[src/rtl/ir_transmit.sv]
// rtl/ir_transmit.sv - pulse-width IR frame transmitter (lead, 16 data bits, sync, stop, idle gap)
module ir_transmit #(
  parameter int         CLK_DIV   = 6250,
  parameter logic [7:0] ADDR      = 8'h00,
  parameter int         T_LEAD    = 24,
  parameter int         T_BIT_LOW = 4,
  parameter int         T_ZERO    = 12,
  parameter int         T_ONE     = 20,
  parameter int         T_SYNC    = 28,
  parameter int         T_GAP     = 2100
) (
  input  logic       sys_clk,
  input  logic       sys_rst,
  input  logic       tx_valid,
  input  logic [7:0] tx_data,
  output logic       tx_ready,
  output logic       tx_done,
  output logic       remote_out
);

  localparam int DIV_W = (CLK_DIV > 1) ? $clog2(CLK_DIV) : 1;
  localparam int PH_W  = 16;

  typedef enum logic [3:0] {
    S_IDLE      = 4'd0,
    S_LEAD_LOW  = 4'd1,
    S_LEAD_HIGH = 4'd2,
    S_BIT_LOW   = 4'd3,
    S_BIT_HIGH  = 4'd4,
    S_END_LOW   = 4'd5,
    S_SYNC_HIGH = 4'd6,
    S_STOP_LOW  = 4'd7,
    S_GAP       = 4'd8
  } state_t;

  state_t            state;
  state_t            state_next;
  logic [DIV_W-1:0]  div_cnt;
  logic [PH_W-1:0]   phase_cnt;
  logic [PH_W-1:0]   phase_len;
  logic [15:0]       frame;
  logic [3:0]        bit_idx;
  logic              tick;
  logic              phase_done;
  logic              accept;
  logic              cur_bit;

  assign tick       = (div_cnt == DIV_W'(CLK_DIV - 1));
  assign tx_ready   = (state == S_IDLE);
  assign accept     = tx_valid && tx_ready;
  assign cur_bit    = frame[bit_idx];
  assign phase_done = tick && (phase_cnt == (phase_len - PH_W'(1)));
  assign tx_done    = (state == S_STOP_LOW) && phase_done;

  // Line level belonging to each state; unknown encodings idle high.
  function automatic logic line_level(input state_t s);
    case (s)
      S_LEAD_LOW, S_BIT_LOW, S_END_LOW, S_STOP_LOW: line_level = 1'b0;
      default:                                      line_level = 1'b1;
    endcase
  endfunction

  always_comb begin
    phase_len = PH_W'(T_BIT_LOW);
    case (state)
      S_LEAD_LOW, S_LEAD_HIGH: phase_len = PH_W'(T_LEAD);
      S_BIT_HIGH:              phase_len = cur_bit ? PH_W'(T_ONE) : PH_W'(T_ZERO);
      S_SYNC_HIGH:             phase_len = PH_W'(T_SYNC);
      S_GAP:                   phase_len = PH_W'(T_GAP);
      default:                 phase_len = PH_W'(T_BIT_LOW);
    endcase
  end

  always_comb begin
    state_next = state;
    case (state)
      S_IDLE:      if (accept)     state_next = S_LEAD_LOW;
      S_LEAD_LOW:  if (phase_done) state_next = S_LEAD_HIGH;
      S_LEAD_HIGH: if (phase_done) state_next = S_BIT_LOW;
      S_BIT_LOW:   if (phase_done) state_next = S_BIT_HIGH;
      S_BIT_HIGH:  if (phase_done) state_next = (bit_idx == 4'd0) ? S_END_LOW : S_BIT_LOW;
      S_END_LOW:   if (phase_done) state_next = S_SYNC_HIGH;
      S_SYNC_HIGH: if (phase_done) state_next = S_STOP_LOW;
      S_STOP_LOW:  if (phase_done) state_next = S_GAP;
      S_GAP:       if (phase_done) state_next = S_IDLE;
      default:                     state_next = S_IDLE;
    endcase
  end

  // remote_out is registered from the next state so the level flips on the same edge as the state.
  always_ff @(posedge sys_clk) begin
    if (sys_rst) begin
      state      <= S_IDLE;
      div_cnt    <= '0;
      phase_cnt  <= '0;
      bit_idx    <= '0;
      frame      <= '0;
      remote_out <= 1'b1;
    end else begin
      state      <= state_next;
      remote_out <= line_level(state_next);
      if (accept) begin
        div_cnt   <= '0;
        phase_cnt <= '0;
        frame     <= {ADDR, tx_data};
      end else begin
        div_cnt <= tick ? '0 : div_cnt + DIV_W'(1);
        if (state == S_IDLE || phase_done)
          phase_cnt <= '0;
        else if (tick)
          phase_cnt <= phase_cnt + PH_W'(1);
      end
      if (state == S_LEAD_HIGH && phase_done)
        bit_idx <= 4'd15;
      else if (state == S_BIT_HIGH && phase_done && bit_idx != 4'd0)
        bit_idx <= bit_idx - 4'd1;
    end
  end

endmodule

[config.mk]
export PLATFORM = sky130hd
export DESIGN_NAME = ir_transmit
export DESIGN_NICKNAME = d
export VERILOG_FILES = /design/src/rtl/ir_transmit.sv
export SDC_FILE = /design/constraint.sdc
export NUM_CORES = 1
export LEC_CHECK = 0
export CORE_MARGIN = 2
export CORE_UTILIZATION = 25
export DETAILED_ROUTE_END_ITERATION = 12
export GPL_TIMING_DRIVEN = 0
export PLACE_DENSITY = 0.41
export SLEW_MARGIN = 20
export SYNTH_ARGS = -nofsm -noshare
export SYNTH_HDL_FRONTEND = slang
export SYNTH_SLANG_ARGS = --single-unit
[constraint.sdc]
create_clock -name sys_clk -period 3.5 [get_ports sys_clk]
set_input_delay 0.35 -clock sys_clk [delete_from_list [all_inputs] [get_ports sys_clk]]
set_output_delay 0.35 -clock sys_clk [all_outputs]
set_load 0.03 [all_outputs]
==> results.py <==
metrics = {
    "status": {
        "outcome": "completed",
    },
    "timing": {
        "rsz0062_at_grt": "true",
        "final.setup.tns_ns": 0,
        "hold_viol_final": 0,
        "period_needed_ns": 3.44,
        "setup_ws_ns": 0.0620,
        "fin_skew_ns": 0.00870,
        "finalSetupViolations": 0,
        "fmax_mhz": 291,
        "drv_slew": 0,
        "period_share": 0.982,
    },
    "routing": {
        "via_per_inst": 4.54,
        "dr.pass1.iters": 4,
        "route.detailed.drc": 0,
        "vias": 2041,
        "drt-total-wl_um": 5420,
        "ant_nets": 0,
        "drt_iter0_drc": 54,
        "wl_per_cell_um": 12.0,
    },
    "yosys": {
        "synth_area_leader_cell": "dfxtp_1",
        "synth_xor_area_frac": 0.104,
        "synthMuxAreaShare": 0.0385,
        "synth-seq-cells": 46,
        "synthesis.area_sq_um": 2530,
        "synth_edf_count": 0,
        "synth_area_leaders": "dfxtp_1 36%, nor2_1 6.2%, xnor2_1 5.2%",
        "synth_area_per_cell_sq_um": 8.61,
        "yosysSeqAreaShare": 0.364,
        "synthSimpleGateAreaFrac": 0.284,
        "async_flop_share": 0,
        "syn_inst": 294,
        "yosysWarnings": 0,
        "synth_top_family_by_area": "simple AND/OR/NAND/NOR gates",
        "yosys.area_share.adder": 0.0346,
        "synth_top_area_share": 0.364,
        "yosysUniqueCellTypes": 57,
        "synth_flop_cell": "dfxtp_1",
        "synth_compound_area_frac": 0.127,
    },
    "setup_path": {
        "path_depth": 14,
        "worstPathArrival_ns": 3.09,
        "path_max_fanout": 7,
        "crit_top_cell": "nand4_1",
        "critPathMaxStageDelay_ns": 0.38,
        "path_cells": "buf_6, or3b_4, o22ai_4, a311oi_4, a211o_1, nand2_1, ha_1, xnor2_1, nor3_2, nand4_1, a211oi_2, nand4_1, nor2_1, buf_4",
        "worstSetupPathType": "reg -> out",
        "endpoint_kind": "output pin",
        "cp.required_ns": 3.15,
        "reg2regPathDepth": 17,
        "critPathLaunchType": "flop",
        "critPathTopFamily": "simple AND/OR/NAND/NOR gates",
        "worst-path-buf-inv": 2,
        "worst_path_max_delay_cell": "or3b_4",
    },
    "die": {
        "coreArea_sq_um": 9820,
        "die_x_um": 105,
        "io_pins": 14,
        "die_y_um": 105,
        "start_util": 0.258,
        "dieArea_sq_um": 11000,
        "rows": 36,
    },
    "pwr": {
        "powerDensity_nw_per_um2": 329,
        "leakagePower_nw": 1.04,
        "ir_worst_vdd_v": 0.000137,
    },
    "place": {
        "dp_hpwl_um": 3990,
        "placedCellCount": 441,
        "numPortBuffers": 13,
        "gp_congestion": 0.726,
        "post-place-ws_ns": -0.296,
    },
    "layout": {
        "final_cell_mix": "43 x dfxtp_1, 42 x nor2_1, 30 x nand2_1",
        "nets": 334,
        "diodes": 0,
        "drive_above_1_share": 0.158,
        "area_growth_pct": 19.1,
        "instances_no_fill": 450,
        "final_util": 0.307,
        "final_common_cell": "dfxtp_1",
        "fill_cells": 1086,
    },
    "flow_run": {
        "cap_violations": 0,
    },
    "grt": {
        "grt_pass1_wl_um": 9500,
        "grt.overflow.total": 0,
        "track_usage": 0.105,
        "grt_pass1_vias": 1983,
        "grt_max_degree": 17,
        "antenna_found_initial": 0,
    },
    "clock_tree": {
        "cts_max_path_buffers": 2,
        "clock_latency_ns": 0.30,
        "cts.clk_slew.worst_paths_ns": 0.10,
        "clock_sinks": 46,
        "numCtsBuffers": 5,
        "cts_root_buf": "clkbuf_8",
        "postCtsHoldBufs": 0,
        "htreeDepth": 2,
        "tritoncts": "yes",
    },
    "worst_hold_path": {
        "hold_path_class": "reg -> reg",
        "hold_depth": 2,
    },
}
## metrics by stage
stage,power (mW),cell area (sq um),hold WS [ns]
after floorplan,0.616,2540,0.433
after detailed placement,0.647,2830,0.446
after global routing,1.04,3020,0.478
final,0.991,3020,0.456
after global placement,0.647,2830,0.439
after CTS,1.00,2940,0.462
## worst reg2reg max path: cells and delay by family (launching register included)
| kind | cells | cell delay (ns) |
|---|---|---|
| AND/OR/NAND/NOR | 6 | 0.99 |
| AO/OA/AOI/OAI | 4 | 0.96 |
| buffers and inverters | 5 | 0.60 |
| flip-flops | 1 | 0.33 |
| adder cells (fa/ha/maj) | 1 | 0.23 |
| XOR/XNOR | 1 | 0.14 |
## final cells by class
type                            count  area [sq um]  share of cell area
Inverter                            5          18.8             0.00622
Timing Repair Buffer               15           143              0.0473
Multi-Input combinational cell    228          1570               0.520
Sequential cell                    46           925               0.307
Clock inverter                      3          23.8             0.00788
Clock buffer                        5          68.8              0.0228
Buffer                             15           103              0.0340
Tap cell                          133           166              0.0552
## state kept, by name, summed over array words and instances, names as in the netlist
| register | count |
|---|---|
| div_cnt | 13 |
| phase_cnt | 16 |
| remote_out | 1 |
| bit_idx | 4 |
| state | 4 |
| frame | 8 |
## per-layer routing
layer  GRT usage  vias up  part of all wire
met2       0.164       14              0.44
met1       0.147      952              0.53
met5           0        -                 0
met3      0.0231        5             0.023
met4      0.0286        0            0.0087
li1            -     1070                 -
## where the power goes
| part | internal (mW) | switching (mW) |
|---|---|---|
| clock network | 0.143 | 0.203 |
| logic | 0.0486 | 0.0563 |
| registers | 0.533 | 0.00724 |
| total | 0.725 | 0.266 |
## logic make-up after synthesis
family | Yosys count
fa+ha+maj | 7
buf+inv | 21
mux | 9
other cells | 1
flops | 46
xor+xnor | 30
simple gates | 139
compound gates | 41
## synthesized netlist by cell type (all sizes together), types with 2 or more instances
| library cell | count |
|---|---|
| nand2b | 4 |
| o211a | 2 |
| a311oi | 2 |
| nor4 | 3 |
| or3 | 4 |
| a22oi | 2 |
| a21o | 2 |
| nand4 | 11 |
| a21oi | 18 |
| and2 | 3 |
| nor3 | 7 |
| o21ai | 2 |
| mux2 | 3 |
| clkbuf | 9 |
| nor2 | 42 |
| a211o | 2 |
| nand4b | 2 |
| xnor2 | 15 |
| nor3b | 2 |
| buf | 6 |
| nand3 | 14 |
| and3 | 7 |
| nand3b | 3 |
| mux2i | 6 |
| dfxtp | 46 |
| inv | 5 |
| ha | 7 |
| xor2 | 15 |
| a211oi | 4 |
| nand2 | 30 |
| or2 | 2 |
## what timing repair did
item                       CTS  global route
pin swaps                    1             7
gates resized for setup      7            16
buffers inserted             1             1
setup endpoints to repair    1             1
## worst paths after layout
kind / startpoint / slack [ns] / end
max: bit_idx[1] / 0.06 / tx_done
max reg2reg: bit_idx[1] / 0.15 / phase_cnt[6]
min reg2reg: frame[3] / 0.46 / frame[3]
min: frame[3] / 0.46 / frame[3]
Note: power is estimated with default switching activity, not from simulation.
